==> src/rtl/cpu_defs_pkg.sv <==
// Shared CPU definitions: divider FSM states and counter sizing.
// Imported by div_unit and div_step.
package cpu_defs_pkg;

  typedef enum logic [1:0] {
    IDLE,
    BUSY,
    DONE
  } div_state_t;

  localparam int DIV_WIDTH = 32;
  localparam int DIV_CNT_W = $clog2(DIV_WIDTH + 1);

  function automatic int cnt_w(int w);
    return $clog2(w + 1);
  endfunction

endpackage

==> src/rtl/div_step.sv <==
// One restoring division step: shift {rem,quo} left, trial subtract, select.
// Ports: rem_i/quo_i/div_i current state, rem_o/quo_o next state.
module div_step
  import cpu_defs_pkg::*;
#(
  parameter int WIDTH = DIV_WIDTH
) (
  input  logic [WIDTH-1:0] rem_i,
  input  logic [WIDTH-1:0] quo_i,
  input  logic [WIDTH-1:0] div_i,
  output logic [WIDTH-1:0] rem_o,
  output logic [WIDTH-1:0] quo_o
);

  logic [WIDTH:0] sh;
  logic [WIDTH:0] diff;

  // The shifted remainder is at most 2*div-1, so one extra bit
  // suffices; diff[WIDTH] set means the trial subtract went negative.
  assign sh    = {rem_i, quo_i[WIDTH-1]};
  assign diff  = sh - {1'b0, div_i};
  assign rem_o = diff[WIDTH] ? sh[WIDTH-1:0] : diff[WIDTH-1:0];
  assign quo_o = {quo_i[WIDTH-2:0], ~diff[WIDTH]};

endmodule

==> src/rtl/div_unit.sv <==
// Multi-cycle radix-2 restoring divider (DIV/DIVU), result {rem, quo}.
// Ports: clk, rst, start_i, signed_i, a_i, b_i, hold_i, flush_i ->
// result_o, valid_o, stall_o. Optional: DIV_EARLY_EXIT_EN.
module div_unit
  import cpu_defs_pkg::*;
#(
  parameter int WIDTH = DIV_WIDTH
) (
  input  logic               clk,
  input  logic               rst,
  input  logic               start_i,
  input  logic               signed_i,
  input  logic [WIDTH-1:0]   a_i,
  input  logic [WIDTH-1:0]   b_i,
  input  logic               hold_i,
  input  logic               flush_i,
  output logic [2*WIDTH-1:0] result_o,
  output logic               valid_o,
  output logic               stall_o
);

  localparam int CW = cnt_w(WIDTH);

  div_state_t state;
  div_state_t state_n;

  logic [CW-1:0]    cnt;
  logic [WIDTH-1:0] rem;
  logic [WIDTH-1:0] quo;
  logic [WIDTH-1:0] dvs;
  logic             sign_q;
  logic             sign_r;
  logic             dz;

  logic             neg_a;
  logic             neg_b;
  logic [WIDTH-1:0] mag_a;
  logic [WIDTH-1:0] mag_b;
  logic             early;
  logic             last;
  logic [WIDTH-1:0] rem_n;
  logic [WIDTH-1:0] quo_n;
  logic [WIDTH-1:0] q_fix;
  logic [WIDTH-1:0] r_fix;
  logic             launch;

  assign neg_a = signed_i & a_i[WIDTH-1];
  assign neg_b = signed_i & b_i[WIDTH-1];
  assign mag_a = neg_a ? (~a_i + 1'b1) : a_i;
  assign mag_b = neg_b ? (~b_i + 1'b1) : b_i;

`ifdef DIV_EARLY_EXIT_EN
  assign early = (b_i == '0) || (mag_a < mag_b);
`else
  assign early = 1'b0;
`endif

  assign last   = (cnt == CW'(WIDTH - 1));
  assign launch = (state == IDLE) && start_i && !flush_i;

  div_step #(
    .WIDTH(WIDTH)
  ) u_step (
    .rem_i(rem),
    .quo_i(quo),
    .div_i(dvs),
    .rem_o(rem_n),
    .quo_o(quo_n)
  );

  // Divide by zero keeps quotient all ones; the negated |a| remainder
  // reproduces the raw dividend, including the most negative value.
  assign q_fix = dz ? '1 : (sign_q ? (~quo_n + 1'b1) : quo_n);
  assign r_fix = sign_r ? (~rem_n + 1'b1) : rem_n;

  always_ff @(posedge clk) begin
    if (rst) begin
      state <= IDLE;
    end else begin
      state <= state_n;
    end
  end

  always_comb begin
    state_n = state;
    stall_o = start_i && (state != DONE) && !flush_i;
    valid_o = (state == DONE) && !flush_i;
    if (flush_i) begin
      state_n = IDLE;
    end else begin
      unique case (state)
        IDLE: if (start_i) state_n = early ? DONE : BUSY;
        BUSY: if (last) state_n = DONE;
        DONE: if (!hold_i) state_n = IDLE;
        default: state_n = IDLE;
      endcase
    end
  end

  always_ff @(posedge clk) begin
    if (rst) begin
      cnt      <= '0;
      rem      <= '0;
      quo      <= '0;
      dvs      <= '0;
      sign_q   <= 1'b0;
      sign_r   <= 1'b0;
      dz       <= 1'b0;
      result_o <= '0;
    end else begin
      if (launch) begin
        cnt    <= '0;
        rem    <= '0;
        quo    <= mag_a;
        dvs    <= mag_b;
        sign_q <= neg_a ^ neg_b;
        sign_r <= neg_a;
        dz     <= (b_i == '0);
        if (early) begin
          result_o <= {a_i, {WIDTH{b_i == '0}}};
        end
      end
      if ((state == BUSY) && !flush_i) begin
        rem <= rem_n;
        quo <= quo_n;
        cnt <= cnt + 1'b1;
        if (last) begin
          result_o <= {r_fix, q_fix};
        end
      end
    end
  end

endmodule
==> config.mk <==
export PLATFORM = sky130hd
export DESIGN_NAME = div_unit
export DESIGN_NICKNAME = d
export VERILOG_FILES = /design/src/rtl/cpu_defs_pkg.sv /design/src/rtl/div_step.sv /design/src/rtl/div_unit.sv
export SDC_FILE = /design/constraint.sdc
export NUM_CORES = 1
export LEC_CHECK = 0
export BUFFER_PORTS_ARGS = -buffer_cell sky130_fd_sc_hd__buf_4
export CORE_MARGIN = 2
export CORE_UTILIZATION = 60
export CTS_BUF_LIST = sky130_fd_sc_hd__clkbuf_2
export CTS_CLUSTER_SIZE = 30
export DETAILED_ROUTE_END_ITERATION = 8
export GPL_TIMING_DRIVEN = 0
export PLACE_DENSITY = 0.83
export SLEW_MARGIN = 15
export SYNTH_ARGS = -nofsm -noshare
export SYNTH_HDL_FRONTEND = slang
export SYNTH_SLANG_ARGS = --single-unit
==> constraint.sdc <==
create_clock -name clk -period 5.98 [get_ports clk]
set_clock_uncertainty 0.2 [all_clocks]
set_input_delay 0.299 -clock clk [delete_from_list [all_inputs] [get_ports clk]]
set_output_delay 0.299 -clock clk [all_outputs]
set_load 0.02 [all_outputs]
# == After elaboration in Yosys (flattened, before gate mapping) ==
# Index checks and enable logic that the tools add are counted.
# totals
output_inout_bits,66
in_bits,70
elab_cells,59
regBits,171
# op_classes
bitwise_logic,8
addsub,6
n_mux,16
eq_ne,7
n_reduce_logical,13
# op_table
cell,count
32-bit 2-to-1 mux,10
32-bit by 1-bit adder with 32-bit output (second input constant),4
32-bit inverter,4
33-bit by 32-bit subtractor with 33-bit output,1
32-bit zero test,1
6-bit 2-to-1 mux,2
2-bit != test (second input constant),4
6-bit by 1-bit adder with 6-bit output (second input constant),1
6-bit by 5-bit equality test with 1-bit output (second input constant),1
1-bit logical AND,6
2-bit 2-to-1 mux,3
2-bit one-hot mux with 3 select lines,1
3-bit AND reduction,1
1-bit bitwise AND,2
2-bit by 1-bit equality test with 1-bit output (second input constant),1
2-bit equality test (second input constant),1
2-bit zero test,1
2-bit AND reduction,1
2-bit nonzero test,1
2-bit OR reduction,1
1-bit zero test,1
1-bit inverter,1
1-bit bitwise XOR,1

# == Longest topological paths before layout ==
# Gate-level depths: netlist (run 1).
# depth
ltp_word,6
mapped_depth,23
depth_no_buf,20

# == Cells and area by module ==
# A second synthesis (run 1) with hierarchy kept.
# unflattened
hier_cells,1436
hier_area_um2,11347.1
# modules_own_cells
mod,instances,area_each_um2,cells_per_inst,seq_area_each_um2
div_unit,1,8858.5,1094,3423.3
div_step,1,2488.6,342,0.0

# == Worst setup path before layout (run 1) ==
# Ideal clock, no wire load.
# synth_timing
kind,register -> register
startpoint,register quo[31]
endpoint,register result_o[60]
path_stages_with_launch,23
synth_period_minus_slack_ps,5034
t_required_ps,5657
arrival_ps,4711
setup_time_ps,123
slack_ps,946
path_buffers,3
cell_sequence,dfxtp_1 -> inv_1 -> ha_1 -> fa_1 -> nand2b_1 -> a21oi_2 -> o21ai_1 -> a2111oi_4 -> o31a_2 -> nor2_4 -> inv_2 -> buf_2 -> buf_2 -> buf_2 -> nor2_1 -> a21oi_1 -> ha_1 -> nand4_1 -> o41a_1 -> or3_1 -> o31ai_1 -> xor2_1 -> o21ai_1
# synth_between
elab_chain_len,5
# synth_rtl
element,line_no,rtl
from (decl),div_unit.sv:29,logic [WIDTH-1:0] quo;
from (signal assigned),div_unit.sv:114,quo <= mag_a;
from (signal assigned),div_unit.sv:125,quo <= quo_n;
33-bit by 32-bit subtractor with 33-bit output,div_step.sv:21,"assign diff = sh - {1'b0, div_i};"
32-bit 2-to-1 mux *,div_step.sv:22,assign rem_o = diff[WIDTH] ? sh[WIDTH-1:0] : diff[WIDTH-1:0];
32-bit inverter,div_unit.sv:74,assign r_fix = sign_r ? (~rem_n + 1'b1) : rem_n;
32-bit by 1-bit adder with 32-bit output,div_unit.sv:74,
32-bit 2-to-1 mux *,div_unit.sv:74,
to (signal assigned),div_unit.sv:120,"result_o <= {a_i, {WIDTH{b_i == '0}}};"
to (signal assigned),div_unit.sv:128,"result_o <= {r_fix, q_fix};"
to (decl),div_unit.sv:17,"output logic [2*WIDTH-1:0] result_o,"
# Every way passes the cells marked *; elsewhere a longest branch is shown, timed or not.
# A chain may end at the register's enable or synchronous reset.

# == Worst setup path in the final report (run 1) ==
# layout_timing
startpoint,register dvs[25]
endpoint,register result_o[60]
# layout_between
elab_chain_len,5
# layout_rtl
element,line_no,rtl
from (decl),div_unit.sv:30,logic [WIDTH-1:0] dvs;
from (signal assigned),div_unit.sv:115,dvs <= mag_b;
33-bit by 32-bit subtractor with 33-bit output *,div_step.sv:21,
32-bit 2-to-1 mux *,div_step.sv:22,
32-bit inverter,div_unit.sv:74,
32-bit by 1-bit adder with 32-bit output,div_unit.sv:74,
32-bit 2-to-1 mux *,div_unit.sv:74,
# Marks and branches as above.

==> flow_results.org, run 1 <==
** Outcome
- Status :: finished with violations
- Violations in the final reports :: design-rule violations

** Yosys
- Main combinational cell family by area after synthesis :: compound AO/OA/AOI/OAI gates
- During synthesis, Yosys emitted a total of 0 warnings.
- Mean Syn Cell Area :: 7.55 µm²
- Synthesized-area fraction occupied by adder cells :: 4.21%
- The synthesized netlist contains 80 unique library cells.
- Flop and latch count out of synthesis :: 171
- Of the total synthesized cell area, the portion taken by XOR and XNOR cells is 9.39%.
- Mux contribution to synthesized area :: 1.66%
- Cell area after technology mapping :: 11500 µm²
- The most used flip-flop cell after synthesis is dfxtp_1.
- Summing the areas of all and, or, nand and nor instances in the mapped netlist gives 23.3% of the synthesized area.
- In the post-synthesis netlist, the biggest area contributors are dfxtp_1, nand2_1, nor2_1.
- The synthesized design devotes to its leading area cell type 29.8% of total area.
- Area fraction in compound gates after synthesis :: 26.7%
- Sequential fraction of the synthesis area :: 29.8%
- dfxtp_1 takes more of the synthesized area than any other cell.
- Post-Synthesis Net Count :: 1628
- In this run, synthesis inferred 0 flip-flops with an integrated enable.
- Most instantiated cells after synthesis :: nand2_1, nor2_1, dfxtp_1, a21oi_1, o21ai_0
- Yosys instantiated no cell more often than nand2_1.
- Asr flop ratio synth :: 0%
- Mapped Cells :: 1520

** Timing
- Adding up every negative setup slack in the final design gives 0 ns.
- Headroom to the max-slew limit :: 32.3%
- After layout, the minimum clock period comes to 5.74 ns.
- Across all setup checks in the final design, the least slack found is 0.242 ns.
- Transition time at the pin with the least slew margin :: 0.990 ns
- Dividing the final minimum period by the clock period gives 96.0%.
- Setup repair after global routing left no endpoint under its margin.
- Final Hold Vio Count :: 0
- Setup violations remaining at the end of the flow were counted as 0.
- The number of pins with negative max-slew slack in the final report is 0.
- Static timing analysis puts the maximum clock frequency at 174 MHz.

** Finish
- Fin cells :: 2062
- Counting the fill cells in the layout gives 1289.
- Cells fill 77.2% of the core in the end.
- Ratio of cells with drive above 1 in the final layout :: 13.0%
- At the end of the flow, the number of nets in the layout was 1921.
- Relative to the synthesized area, the layout overhead comes to 25.8%.

** Min path
- Worst hold path type :: input port to flop

** Critical path
- STA classifies the critical path endpoint as a flop.
- STA puts the critical path data required time at 6.46 ns.
- Kind of critical path :: flop to flop
- The worst setup path is launched from a flop.
- Along the worst path, the maximum fanout reaches 10.
- Arrival time at the worst endpoint :: 6.22 ns

** Routing
- Total via count in the routed design :: 13700
- Antenna violation net count after detailed routing :: 0
- The detailed router finished its first iteration with 1542 violations.
- The first detailed-routing pass took 9 iterations.
- Post-DR wirelength/cell :: 21.9 µm
- Final wirelength :: 45200 µm
- Vias/cell :: 6.67
- In the routed design, unresolved DRC markers number 2.

** Global route
- Entering global routing, the biggest net connects 17 pins.
- First-pass GRT wire length :: 69300 µm
- The number of global-route vias before repair was 12900.
- For this run, the total global-route usage over all layers was measured as 43.7%.
- Initial antenna violation count :: 2
- Gr ovfl total :: 0

** Die
- Number of rows created at floorplan :: 50
- Once the floorplan was initialized, standard cells occupied 61.3% of the core.
- The die covers 20200 µm².
- Die Y :: 142 µm
- Number of placed I/O pins :: 136
- Horizontal die dimension :: 142 µm
- In this run the standard cell core region covers 18700 µm².

** CTS
- The H-tree was split into 4 levels.
- Clock-pin slew was measured on the worst setup and hold paths at 0.33 ns.
- Clock sink count :: 171
- TritonCTS built the clock tree.
- The clock reaches the later pin of the worst-skew pair after 0.84 ns.
- CTS root buf :: clkbuf_2
- No sink is reached through more buffers than the 2 on the longest clock path.
- Total clock buffers created by CTS :: 17

** Power and ir drop
- Across the VDD grid, the largest voltage drop is 0.000142 V.
- Static Leakage :: 5.69 nW
- For this design the ratio of total power to cell area is 174 nW/µm².

** Placement
- Half-perimeter wire length after detailed placement :: 30000 µm
- After detailed placement, the design holds a cell count of 1888.
- The count of buffers added on input and output ports is 134.
- Final weighted congestion of routability-driven global placement :: 0.982
- OpenSTA, run right after detailed placement, puts the worst setup slack at -0.366 ns.

** Flow run
- Count of maximum capacitance violations :: 0
[worst paths after layout]
kind,from,end,slack [ns],cells after the start
worst max-delay path,dvs[25],result_o[60],0.24,21
worst min-delay path,b_i[2],dvs[2],0.13,4
worst max register to register,dvs[25],result_o[60],0.24,21
worst min register to register,result_o[35],result_o[35],0.27,2
[final cells by class]
class,count,area [µm²],area share (%)
clock inverters,14,110,0.763
inverters,56,210,1.46
clock buffers,17,85.1,0.590
diodes,3,7.51,0.0520
well taps,234,293,2.03
multi-input cells,1205,7540,52.2
flip-flops and latches,171,3430,23.8
plain buffers,88,365,2.53
repair buffers,274,2390,16.6
[metal layers]
layer  track usage, %  routed length [µm]
met5                0                   0
met4             21.4                2360
met3             7.81                4870
met2             71.0               20500
met1             56.1               17500
[worst max-delay path: stages, from the launching register on]
cell      delay (ns)
dfxtp_1         0.46
inv_1           0.06
ha_1            0.38
a21oi_1         0.29
o21ai_0         0.22
o21bai_1        0.25
o21ba_2         0.28
nor4_4          0.38
nor2_4          0.07
inv_2           0.16
clkbuf_4        0.25
clkbuf_4        0.24
clkbuf_4        0.26
nor2_1          0.07
a21oi_2         0.24
ha_4            0.22
nand4_1         0.12
o41a_1          0.52
or3_1           0.38
o31ai_1         0.28
xor2_1          0.17
o21ai_1         0.07
[state kept, by name (all words and copies together), names as in the netlist, 2 cells and up]
name,count
rem,32
result_o,64
dvs,32
quo,32
cnt,6
state,2
[logic make-up after synthesis]
family | Yosys count
AND/OR/NAND/NOR | 569
AO/OA/AOI/OAI | 457
flip-flops | 171
buffers and inverters | 144
XOR/XNOR | 123
adder cells (fa/ha/maj) | 38
multiplexers | 18
[power breakdown]
part | leakage, nW | total (W) | switching [W] | internal [W]
clock | 0.120 | 0.000578 | 0.000463 | 0.000115
sequential | 1.39 | 0.00121 | 0.0000389 | 0.00117
combinational | 4.18 | 0.000722 | 0.000422 | 0.000300
[timing repair]
item	4_1_cts	5_1_grt
pin swaps	1	4
endpoints found under the setup margin	8	8
setup buffers	1	4
hold endpoints to repair	68	0
hold buffers	135	0
gates resized for setup	7	12
[layout by cell type (no fill, tap or decap), drive strengths merged, types with 7 or more instances in the layout]
cell type,Yosys,layout
nand2,188,188
nor2,183,183
dfxtp,171,171
buf,24,159
dlygate4sd3,0,135
a21oi,125,125
clkbuf,64,85
o21ai,80,80
xnor2,67,67
inv,56,62
a22oi,61,61
xor2,56,56
a211oi,50,50
ha,37,37
nor3,35,35
o31ai,26,26
or3,21,21
nor4,21,21
nand3,19,19
o22ai,18,18
or4,18,18
o41ai,16,16
nand2b,12,12
nor2b,11,11
nand3b,11,11
o21a,11,11
mux2i,10,10
nand4,9,9
and3,9,9
and2,9,9
o211ai,8,8
mux2,8,8
a31oi,8,8
o31a,7,7
[stage by stage]
| stage | area [µm²] | hold WS, ns | total power (W) |
|---|---|---|---|
| floorplan | 11500 | 0.178 | 0.00161 |
| global placement | 12800 | 0.240 | 0.00179 |
| detailed placement | 12800 | 0.244 | 0.00180 |
| CTS | 14400 | 0.0982 | 0.00243 |
| global route | 14400 | 0.111 | 0.00259 |
| finish | 14400 | 0.126 | 0.00251 |
Power figures use the tool's default switching activity.
==> run 2: changes to the inputs <==
--- a/config.mk
+++ b/config.mk
@@ -12,7 +12,7 @@
 export CTS_CLUSTER_SIZE = 30
 export DETAILED_ROUTE_END_ITERATION = 8
 export GPL_TIMING_DRIVEN = 0
-export PLACE_DENSITY = 0.83
+export PLACE_DENSITY_LB_ADDON = 0.3
 export SLEW_MARGIN = 15
 export SYNTH_ARGS = -nofsm -noshare
 export SYNTH_HDL_FRONTEND = slang
==> run 2 against run 1 <==
  * The flow still finishes with violations (design-rule violations)
  * Register-to-register slack worse by 0.04 ns
  * Flip-flop and latch count did not move
  * Hold slack worse by 0.014 ns
  * Clock power grew 12%
  * Clock-buffer cell count unchanged
  * Global-route usage rose by 0.14 points
  * Design area up 0.53%
  * Power up 3.0%
  * Sequential share of layout area is 0.16 points lower
  * Critical path type unchanged
  * Critical endpoint is now result_o[52]
==> flow_results.org, run 2 (synthesis gave the netlist of run 1 again) <==
** Outcome
- Status :: finished with violations
- The checks that failed: design-rule violations.

** CTS
- The number of clock sinks seen by CTS came to 171 (unchanged).
- The worst-skew pair later-pin latency was 0.81 ns (-0.03 ns).
- The tree is rooted in a clkbuf_2.
- The clock input transition at the sequential cells of the worst setup and hold paths came to 0.31 ns (-0.02 ns).
- Total clock buffers created by CTS :: 17 (unchanged)
- CTS Buffer Depth :: 2 (unchanged)
- CTS tree :: done
- Number of levels the H-tree was split into :: 4 (unchanged)

** Global route
- The fraction of met3 tracks used by global routing came to 9.93% (+2.1 points).
- After global routing, the most crowded layer is met2.
- The fraction of met2 tracks used by global routing came to 70.5% (-0.48 points).
- Vias in the first global route :: 13000 (+1.3%)
- Gr ovfl total :: 0 (unchanged)
- Initial antenna violation count :: 4 (+2)
- The total global-route track usage came to 43.8% (+0.14 points).
- First-pass GRT wire length :: 69800 µm (+0.66%)
- Met1 GRT Util :: 56.0% (-0.19 points)
- The maximum number of pins on one net before global-route repair was 18 (+1).

** Power and ir drop
- The combinational fraction of design power was 28.1% (-0.7 points).
- Static Leakage :: 5.72 nW (+0.50%)
- Worst-case vdd ir drop :: 0.000151 V (+6.8%)
- The power spent charging and discharging nets came to 0.000944 W (+2.2%).
- The sequential power share came to 46.8% (-1.4 points).
- Switching power share of the total :: 36.5% (-0.29 points)
- Power density normalized to cell area :: 178 nW/µm² (+2.4%)
- The proportion of power drawn by the clock network was 25.0% (+2.0 points).
- The internal power was 0.00164 W (+3.4%).

** Die
- Overall die area :: 20200 µm² (unchanged)
- The die outline height came to 142 µm (unchanged).
- Number of placed I/O pins :: 136 (unchanged)
- The area inside the core boundary is 18700 µm² (unchanged).
- Horizontal die dimension :: 142 µm (unchanged)
- Number of rows created at floorplan :: 50 (unchanged)
- Starting utilization of the core area :: 61.3% (unchanged)

** Finish
- The library cell used most frequently in the layout, excluding fill and tap cells, is nand2_1.
- The fraction of layout cells with a size suffix above 1 is 12.7% (-0.26 points).
- The net count reported at finish is 1926 (+0.26%).
- Number of fill cells :: 1302 (+1.0%)
- Commonest cells after routing, fill and taps aside :: nand2_1, nor2_1, dfxtp_1
- Register with the most flip-flops :: result_o
- The area of combinational cells with multiple inputs is 7520 µm² (-0.25%).
- The flip-flop count of the largest register, all copies and words added is 64 (unchanged).
- Sequential standard cell area :: 3420 µm² (-0.15%)
- The area growth from synthesis to layout is 26.5%.
- The non-filler instance count after layout is 2067 (+0.24%).

** Routing
- Antenna violation net count after detailed routing :: 0 (unchanged)
- Total iterations of the first detailed-routing run :: 9 (unchanged)
- Post-route DRC violation count :: 4 (+2)
- The via count of the routed design came to 13900 (+1.3%).
- Iteration-0 DRC Markers :: 1857 (+20%)
- Vias/cell :: 6.74 (+1.1%)
- Post-DR wirelength/cell :: 21.9 µm (-0.20%)
- Final wirelength :: 45200 µm (about the same)

** Critical path
- The maximum fanout encountered on the critical timing path is 10 (unchanged).
- Type of element capturing the critical path :: flop
- The arrival time at the worst endpoint came to 6.34 ns (+0.12 ns).
- Kind of critical path :: flop to flop
- Required time worst endpoint :: 6.54 ns (+0.08 ns)
- Nature of the critical path startpoint :: flop

** Placement
- Final weighted congestion of routability-driven global placement :: 0.998 (+1.6%)
- The half-perimeter wire length after detailed placement was 29600 µm (-1.3%).
- The number of placed cells counting well taps came to 1888 (unchanged).
- Pre-CTS WS :: -0.271 ns (+0.0953 ns)
- The count of buffers inserted at the top-level ports came to 134 (unchanged).

** Timing
- The final critical-path setup slack is 0.201 ns (-0.0410 ns).
- Final Hold Vio Count :: 0 (unchanged)
- Setup repair after global routing left no endpoint under its margin.
- Fmax :: 173 MHz (-0.71%)
- Final number of setup-violating endpoints :: 0 (unchanged)
- The actual slew at the worst max-slew pin is 0.973 ns (-0.0171 ns).
- Number of pins with negative max-slew slack in the final report :: 0 (unchanged)
- Headroom to the max-slew limit :: 33.5% (+1.2 points)
- The part of the cycle the worst path needs is 96.6% (+0.69 points).
- The shortest period the worst path allows came to 5.78 ns (+0.0410 ns).
- Setup Total Neg Slack :: 0 ns (unchanged)

** Min path
- The tightest min-delay check is of the input port to flop type.

** Flow run
- The max-capacitance violation count is 0 (unchanged).
==> run 2: cell count changes in the layout (fill, tap and decap cells not counted), sizes merged <==
cell,delta
clkinvlp,+1
dlygate4sd3,+6
inv,-1
bufinv,+1
diode,-1
clkbuf,-1
==> run 2: layout make-up <==
| class | instances | share of cell area [%] |
|---|---|---|
| multi-input cells | 1205 | 51.8 |
| plain buffers | 87 | 2.47 |
| well taps | 234 | 2.02 |
| diodes | 2 | 0.0345 |
| flip-flops and latches | 171 | 23.6 |
| repair buffers | 280 | 16.9 |
| inverters | 56 | 1.45 |
| clock inverters | 15 | 1.10 |
| clock buffers | 17 | 0.586 |
==> run 2: per-stage QoR <==
step / hold slack [ns] / cell area [µm²] / total power [W] / util [%]
finish: 0.112 / 14500 / 0.00259 / 77.6
global placement: 0.241 / 12800 / 0.00179 / 68.3
detailed placement: 0.246 / 12800 / 0.00180 / 68.3
CTS: 0.0737 / 14500 / 0.00250 / 77.3
global route: 0.0832 / 14500 / 0.00266 / 77.6
floorplan: 0.178 / 11500 / 0.00161 / -
==> run 2: worst max-delay path: stages, from the launching register on <==
cell       delay [ns]
dfxtp_2          0.46
inv_1            0.06
ha_1             0.24
fa_1             0.41
nand2b_1         0.20
a21oi_2          0.25
o21ai_2          0.19
a2111oi_4        0.41
o31a_4           0.25
nor2_4           0.06
inv_2            0.14
clkbuf_4         0.26
clkbuf_4         0.27
buf_4            0.24
o21ai_0          0.17
inv_1            0.10
ha_2             0.24
nand4_1          0.14
o41a_1           0.52
buf_4            0.18
o41ai_1          0.31
xnor2_1          0.20
nand2_1          0.09
a21oi_1          0.15
==> run 2: power by group through the flow <==
stage               clock [W]  sequential [W]  combinational [W]
CTS                  0.000633         0.00121           0.000667
detailed placement          0         0.00123           0.000570
floorplan                   0         0.00121           0.000395
global route         0.000678         0.00121           0.000768
global placement            0         0.00122           0.000562
finish               0.000648         0.00121           0.000728
==> run 2: routing by layer <==
metal / up-vias / part of all wire, % / wire length [µm]
met3: 275 / 12 / 5570
met1: 6408 / 38 / 17000
met4: 2 / 5.1 / 2290
met5: - / 0.027 / 12
li1: 6088 / - / -
met2: 1155 / 45 / 20300
==> run 2: final timing paths <==
check	cells past startpoint	slack (ns)	from	end
worst min-delay path	4	0.11	b_i[0]	dvs[0]
worst max-delay path	23	0.20	quo[31]	result_o[52]
worst min register to register	2	0.27	result_o[43]	result_o[43]
worst max register to register	23	0.20	quo[31]	result_o[52]
==> run 2: what timing repair did <==
action	4_1_cts	5_1_grt
endpoints found under the hold margin	69	0
setup buffers	1	4
pin swaps	2	4
hold buffers	141	0
gates resized for setup	6	5
endpoints found under the setup margin	8	8
